## src/rtl/au_arb.sv

```systemverilog
// Two-requester front end for a saturating arithmetic unit: arbitrates, issues
// one op per cycle through an issue register and holds responses until consumed.
module au_arb #(
  parameter int unsigned FIXED_PRI = 0
) (
  input  logic        clk,
  input  logic        rst,
  input  logic        req0,
  input  logic        req1,
  input  logic [3:0]  cmd0,
  input  logic [3:0]  cmd1,
  input  logic [15:0] a0,
  input  logic [15:0] b0,
  input  logic [15:0] a1,
  input  logic [15:0] b1,
  input  logic        fwe0,
  input  logic        fwe1,
  output logic        gnt0,
  output logic        gnt1,
  output logic [3:0]  au_cmd,
  output logic [15:0] au_a,
  output logic [15:0] au_b,
  input  logic [15:0] au_result,
  input  logic        au_cout,
  input  logic        au_v,
  input  logic        au_n,
  output logic        rsp_valid,
  input  logic        rsp_ready,
  output logic        rsp_id,
  output logic [15:0] rsp_result,
  output logic        flag_z,
  output logic        flag_v,
  output logic        flag_n
);

  logic        s1_valid_q, s1_valid_d;
  logic        s1_id_q, s1_id_d;
  logic [3:0]  s1_cmd_q, s1_cmd_d;
  logic [15:0] s1_a_q, s1_a_d;
  logic [15:0] s1_b_q, s1_b_d;
  logic        s1_fwe_q, s1_fwe_d;
  logic        last_q, last_d;
  logic        rsp_valid_q, rsp_valid_d;
  logic        rsp_id_q, rsp_id_d;
  logic [15:0] rsp_result_q, rsp_result_d;
  logic        flag_z_q, flag_z_d;
  logic        flag_v_q, flag_v_d;
  logic        flag_n_q, flag_n_d;

  logic adv;
  logic grant_ok;
  logic xfer;
  logic tie_to1;
  logic gnt0_c, gnt1_c;

  // Carry is not architectural state; only z/v/n are kept.
  logic unused_cout;
  assign unused_cout = au_cout;

  assign adv      = !rsp_valid_q || rsp_ready;
  assign grant_ok = !s1_valid_q || adv;
  assign xfer     = s1_valid_q && adv;

  // Round-robin tie goes to port 1 only when port 0 was granted last.
  assign tie_to1 = (FIXED_PRI == 0) && !last_q;
  assign gnt0_c  = !rst && grant_ok && req0 && !(req1 && tie_to1);
  assign gnt1_c  = !rst && grant_ok && req1 && (!req0 || tie_to1);

  assign gnt0 = gnt0_c;
  assign gnt1 = gnt1_c;

  always_comb begin
    s1_valid_d   = s1_valid_q;
    s1_id_d      = s1_id_q;
    s1_cmd_d     = s1_cmd_q;
    s1_a_d       = s1_a_q;
    s1_b_d       = s1_b_q;
    s1_fwe_d     = s1_fwe_q;
    last_d       = last_q;
    rsp_valid_d  = rsp_valid_q;
    rsp_id_d     = rsp_id_q;
    rsp_result_d = rsp_result_q;
    flag_z_d     = flag_z_q;
    flag_v_d     = flag_v_q;
    flag_n_d     = flag_n_q;

    if (gnt0_c || gnt1_c) begin
      s1_valid_d = 1'b1;
      s1_id_d    = gnt1_c;
      s1_cmd_d   = gnt1_c ? cmd1 : cmd0;
      s1_a_d     = gnt1_c ? a1 : a0;
      s1_b_d     = gnt1_c ? b1 : b0;
      s1_fwe_d   = gnt1_c ? fwe1 : fwe0;
      last_d     = gnt1_c;
    end else if (xfer) begin
      // Operand fields are left untouched so the au inputs hold steady.
      s1_valid_d = 1'b0;
    end

    if (xfer) begin
      rsp_valid_d  = 1'b1;
      rsp_id_d     = s1_id_q;
      rsp_result_d = au_result;
      if (s1_fwe_q) begin
        flag_z_d = (au_result == 16'h0000);
        flag_v_d = au_v;
        flag_n_d = au_n;
      end
    end else if (rsp_ready) begin
      rsp_valid_d = 1'b0;
    end
  end

  always_ff @(posedge clk or posedge rst) begin
    if (rst) begin
      s1_valid_q   <= 1'b0;
      s1_id_q      <= 1'b0;
      s1_cmd_q     <= 4'h0;
      s1_a_q       <= 16'h0000;
      s1_b_q       <= 16'h0000;
      s1_fwe_q     <= 1'b0;
      last_q       <= 1'b1;
      rsp_valid_q  <= 1'b0;
      rsp_id_q     <= 1'b0;
      rsp_result_q <= 16'h0000;
      flag_z_q     <= 1'b0;
      flag_v_q     <= 1'b0;
      flag_n_q     <= 1'b0;
    end else begin
      s1_valid_q   <= s1_valid_d;
      s1_id_q      <= s1_id_d;
      s1_cmd_q     <= s1_cmd_d;
      s1_a_q       <= s1_a_d;
      s1_b_q       <= s1_b_d;
      s1_fwe_q     <= s1_fwe_d;
      last_q       <= last_d;
      rsp_valid_q  <= rsp_valid_d;
      rsp_id_q     <= rsp_id_d;
      rsp_result_q <= rsp_result_d;
      flag_z_q     <= flag_z_d;
      flag_v_q     <= flag_v_d;
      flag_n_q     <= flag_n_d;
    end
  end

  assign au_cmd     = s1_cmd_q;
  assign au_a       = s1_a_q;
  assign au_b       = s1_b_q;
  assign rsp_valid  = rsp_valid_q;
  assign rsp_id     = rsp_id_q;
  assign rsp_result = rsp_result_q;
  assign flag_z     = flag_z_q;
  assign flag_v     = flag_v_q;
  assign flag_n     = flag_n_q;

endmodule

```

## config.mk

```make
export PLATFORM = sky130hd
export DESIGN_NAME = au_arb
export DESIGN_NICKNAME = d
export VERILOG_FILES = /design/src/rtl/au_arb.sv
export SDC_FILE = /design/constraint.sdc
export NUM_CORES = 1
export LEC_CHECK = 0
export ABC_AREA = 1
export CORE_MARGIN = 4
export CORE_UTILIZATION = 40
export DETAILED_ROUTE_END_ITERATION = 12
export DONT_BUFFER_PORTS = 1
export PLACE_DENSITY = 0.6
export SLEW_MARGIN = 20
export SYNTH_ARGS = -nofsm -noshare
export SYNTH_HDL_FRONTEND = slang
export SYNTH_SLANG_ARGS = --single-unit
```

## constraint.sdc

```tcl
create_clock -name clk -period 6 [get_ports clk]
set_input_delay 0.9 -clock clk [delete_from_list [all_inputs] [get_ports clk]]
set_output_delay 0.9 -clock clk [all_outputs]
set_load 0.05 [all_outputs]
```

---- Yosys cells after proc, flatten, opt, wreduce, memory -nomap -nowiden ----
Cells that the tools add are included.
word-level totals
  bits in registers ....................... 61
  input port bits ......................... 98
  output and inout port bits .............. 59
  word-level logic and storage cells ...... 42
cells by class
  mux-type cells .......................... 8
  reductions and logical operators ........ 21
operator list
  kind                 count
  $mux W16             2
  $logic_not A16 Y1    1
  $logic_and A1 B1 Y1  7
  $logic_not A1 Y1     6
  $mux W1              5
  $logic_or A1 B1 Y1   4
  $mux W4              1
  $reduce_bool A2 Y1   2
  $reduce_and A2 Y1    1

---- Depth between registers and ports, before layout ----
  word-level depth ........................ 8
  depth in mapped cells ................... 9
  depth with buffers taken out ............ 7

---- Least setup slack after synthesis ----
No wires, ideal clock.
  path type ............................... input to register
  start ................................... in rst
  end ..................................... reg s1_a_q[10] (netlist: au_a[10])
  setup time .............................. 0.121 ns
  arrival ................................. 3.384 ns
  data required time ...................... 5.879 ns
  setup slack ............................. 2.495 ns
  cell stages on the path ................. 5
  path buffers ............................ 1
  path through ............................ inv_1 clkbuf_1 nand4_1 nand3_1 nand2_1
between the ends
  longest elaborated chain between the ends .. 5
  elaborated cells on any way between the ends .. 8
RTL lines
  item                                                         RTL line  source
  from (decl)                                                  7         input logic rst,
  $logic_not A1 Y1 (no line) *                                 n/a
  $logic_and A1 B1 Y1 *                                        66, 67
  $logic_and A1 B1 Y1, on equally long branches (2 in series)  67, 66
  $mux W16 / $logic_or A1 B1 Y1 (equally long branches)        91, 87
  to (signal assigned)                                         119       s1_a_q <= 16'h0000;
  to (signal assigned)                                         133       s1_a_q <= s1_a_d;
  to (decl)                                                    39        logic [15:0] s1_a_q, s1_a_d;
Every way passes the cells marked *; elsewhere a longest branch is shown, timed or not.
A chain may end at the register's enable or synchronous reset.

---- Final worst setup path ----
  start ................................... reg rsp_valid_q (netlist: rsp_valid)
  end ..................................... out gnt1
between the ends
  longest elaborated chain between the ends .. 6
RTL lines
  item                               RTL line  source
  from (decl)                        43        logic rsp_valid_q, rsp_valid_d;
  from (signal assigned)             137       rsp_valid_q <= rsp_valid_d;
  $logic_not A1 Y1                   60        assign adv = !rsp_valid_q || rsp_ready;
  $logic_or A1 B1 Y1                 60
  $logic_or A1 B1 Y1                 61        assign grant_ok = !s1_valid_q || adv;
  $logic_and A1 B1 Y1 (3 in series)  67        assign gnt1_c = !rst && grant_ok && req1 && (!req0 || tie_to1);
  to (decl)                          19        output logic gnt1,
Every way passes these cells.

==> metrics.md <==
| Metric | Value |
|---|---|
| Rows | 32 |
| CP Max Fanout | 40 |
| Pwr dens | ~480 nW/um^2 |
| Port bufs | 0 |
| Synth Area per Inst | 7.481 sq um |
| Ports | approximately 160 |
| Yosys warns | 0 |
| WL/cell | roughly 15 um |
| Crit. End Element | output pin |
| Final Max Slew Viols | 0 |
| Final period utilization | 55.63% |
| Startpoint Class | register |
| Crit-path leading delay family | simple AND/OR/NAND/NOR gates |
| Worst hold path type | primary input to asynchronous set/reset pin |
| Cell Chain, Critical Path | nand3_2 > nand3_2 > inv_1 |
| Clock buffer count from CTS | 9 |
| Maxcap violations | 0 |
| Crit-path slowest cell | nand3_2 |
| CTS tree | yes |
| Flop and latch count out of synthesis | 61 |
| Total grt overflow | 0 |
| Slew headroom | between 30 and 40% |
| CTS sink count | 61 |
| Die Y | 98.51 um |
| First-pass GRT wire length | around 13 mm |
| Layout cell share with drive strength beyond 1 | slightly above 7% |
| Peak VDD IR | about 150 uV |
| Gpl congestion | about 0.76 |
| Crit Path Class | register to output pin |
| Crit-path max cell delay | 850 ps |
| Worst EP arrival | ~2400 ps |
| Clock Tree Buf Depth | 2 |
| Post-synthesis cell type count | 18 |
| Final Hold Viols | 0 |
| Post-placement cell area | approximately 3200 sq um |
| CTS Hold Bufs | 0 |
| Worst EP required | 5100 ps |
| Setup Skew | approximately 11 ps |
| Final #Nets | ~520 |
| Remaining DRCs | 0 |
| Final Setup Violations | 0 |
| Fin Setup TNS | 0 ps |
| Std-Cell Core Area | between 7000 and 8000 sq um |
| Final WL | roughly 8.1 mm |
| Starting density of the core | 41.76% |
| ANT nets after route | 0 |
| Post-route cell area | about 3400 sq um |
| Setup bufs post-CTS | 0 |
| ANT cells | 0 |
| TritonRoute pass-1 iters | 4 |
| Status | finished clean |
| Layout area overhead | 4.505% |
| Maximum clock frequency | 299.6 MHz |
| CTS Root Cell | clkbuf_8 |
| GR Util All Layers | 16.65% |
| Synth Instances | between 400 and 500 |
| DR iter-0 viols | ~110 |
| Initial antenna violation count | 0 |
| Die W | slightly below 100 um |
| Post-Syn Area | ~3300 sq um |
| Period minus WS final | roughly 3300 ps |
| Largest net degree at the start of global routing | between 70 and 80 |
| Clock latency on the worst-skew pair | around 330 ps |
| Clk slew on worst S/H paths | roughly 70 ps |
| H-tree lvl count | 3 |
| Most frequent CP cell | nand3_2 |
| Die Area | 9704 sq um |
| Register area share after synthesis | about 47% |
| Worst-Margin Slew | slightly above 1000 ps |
| CP bufs+invs | 1 |
| HPWL after DPL | approximately 5.4 mm |
| Leakage | 0.001960 uW |
| Vias | roughly 2700 |
| RSZ-0062 raised after global routing | no |
| Syn_nets | 536 |
| Post-CTS Resized | 0 |
| Vias/cell | 5.157 |
| Vias in the first global route | around 2700 |
==> cell usage in the layout (no fill, tap or decap) <==
master	instances
clkinvlp_4	2
inv_1	94
clkinv_4	1
nand4_1	41
nor2_1	2
nand3_1	77
nand3_2	2
clkinv_2	3
dfrtp_1	60
inv_4	1
nand2_2	2
nor2_4	1
buf_4	2
inv_2	3
nand2_1	103
a21oi_4	2
dfstp_2	1
o21ai_0	19
clkbuf_8	10
==> synthesized netlist by cell type <==
cell type | n | area (sq um)
nand3_1 | 77 | 385.4
nand2_2 | 2 | 12.51
a21oi_4 | 1 | 16.27
nor2_4 | 1 | 11.26
nand2_1 | 103 | 386.6
dfstp_2 | 1 | 26.28
nand3_2 | 2 | 20.02
nor2_1 | 2 | 7.510
a21oi_2 | 1 | 8.760
dfrtp_1 | 60 | 1501
clkbuf_1 | 10 | 37.54
inv_2 | 3 | 11.26
buf_2 | 10 | 50.05
buf_4 | 5 | 37.54
nand4_1 | 41 | 256.5
o21ai_0 | 19 | 95.09
inv_1 | 95 | 356.6
buf_6 | 5 | 56.30
==> per-stage QoR <==
step | utilization, % | hold WS, ps | setup slack, ps | cells | power, uW
after global placement | 41.39 | 504.6 | 2844 | 512 | 1344
after floorplan | - | 476.5 | 2493 | 438 | 1286
after global routing | 43.64 | 467.0 | 2491 | 528 | 1765
after CTS | 43.64 | 443.0 | 2609 | 528 | 1688
final | 43.64 | 451.1 | 2662 | 528 | 1661
after detailed placement | 41.39 | 516.8 | 2834 | 512 | 1354
==> state kept, by name, summed over array words and instances, names as in the netlist <==
signal and cells:
au_a 16, au_b 16, rsp_result 16, au_cmd 4
flag_n 1, flag_v 1, flag_z 1, last_q 1
rsp_id 1, rsp_valid 1, s1_fwe_q 1, s1_id_q 1
s1_valid_q 1
==> logic make-up after synthesis <==
| logic type | after synthesis | synth area share [%] |
|---|---|---|
| simple gates | 228 | 32.95 |
| flops | 61 | 46.62 |
| buf+inv | 128 | 16.76 |
| compound gates | 21 | 3.666 |
==> final timing paths <==
check,start,endpoint,slack [ps],cells after the start
max,rsp_valid,gnt1,2660,3
min,rst,s1_id_q,450,1
max reg2reg,rsp_valid,s1_fwe_q,3040,6
min reg2reg,last_q,last_q,520,2
max in group asynchronous,rst,au_b[1],4430,2
min in group clk,last_q,last_q,520,2
==> area by class of cell <==
type	count	area (sq um)
Clock buffer	10	137.6
Clock inverter	6	38.79
Fill cell	827	4423
Inverter	98	370.4
Multi-Input combinational cell	249	1207
Sequential cell	61	1528
Tap cell	102	127.6
Timing Repair Buffer	2	15.01
==> where the power goes <==
| part | leakage (uW) | total (uW) | switching [uW] | internal (uW) |
|---|---|---|---|---|
| clock | 0.0000880 | 324 | 164 | 159 |
| sequential | 0.000746 | 1090 | 551 | 536 |
| combinational | 0.00113 | 250 | 165 | 85.1 |
==> routing by layer <==
layer	global-route usage [%]	wire, um	vias to the layer above
li1	-	-	1346
met1	21.48	3559	1260
met2	26.42	3823	105
met3	5.308	595	12
met4	5.777	116	0
met5	0	0	-
No activity file was read; power rests on OpenSTA's default activity.
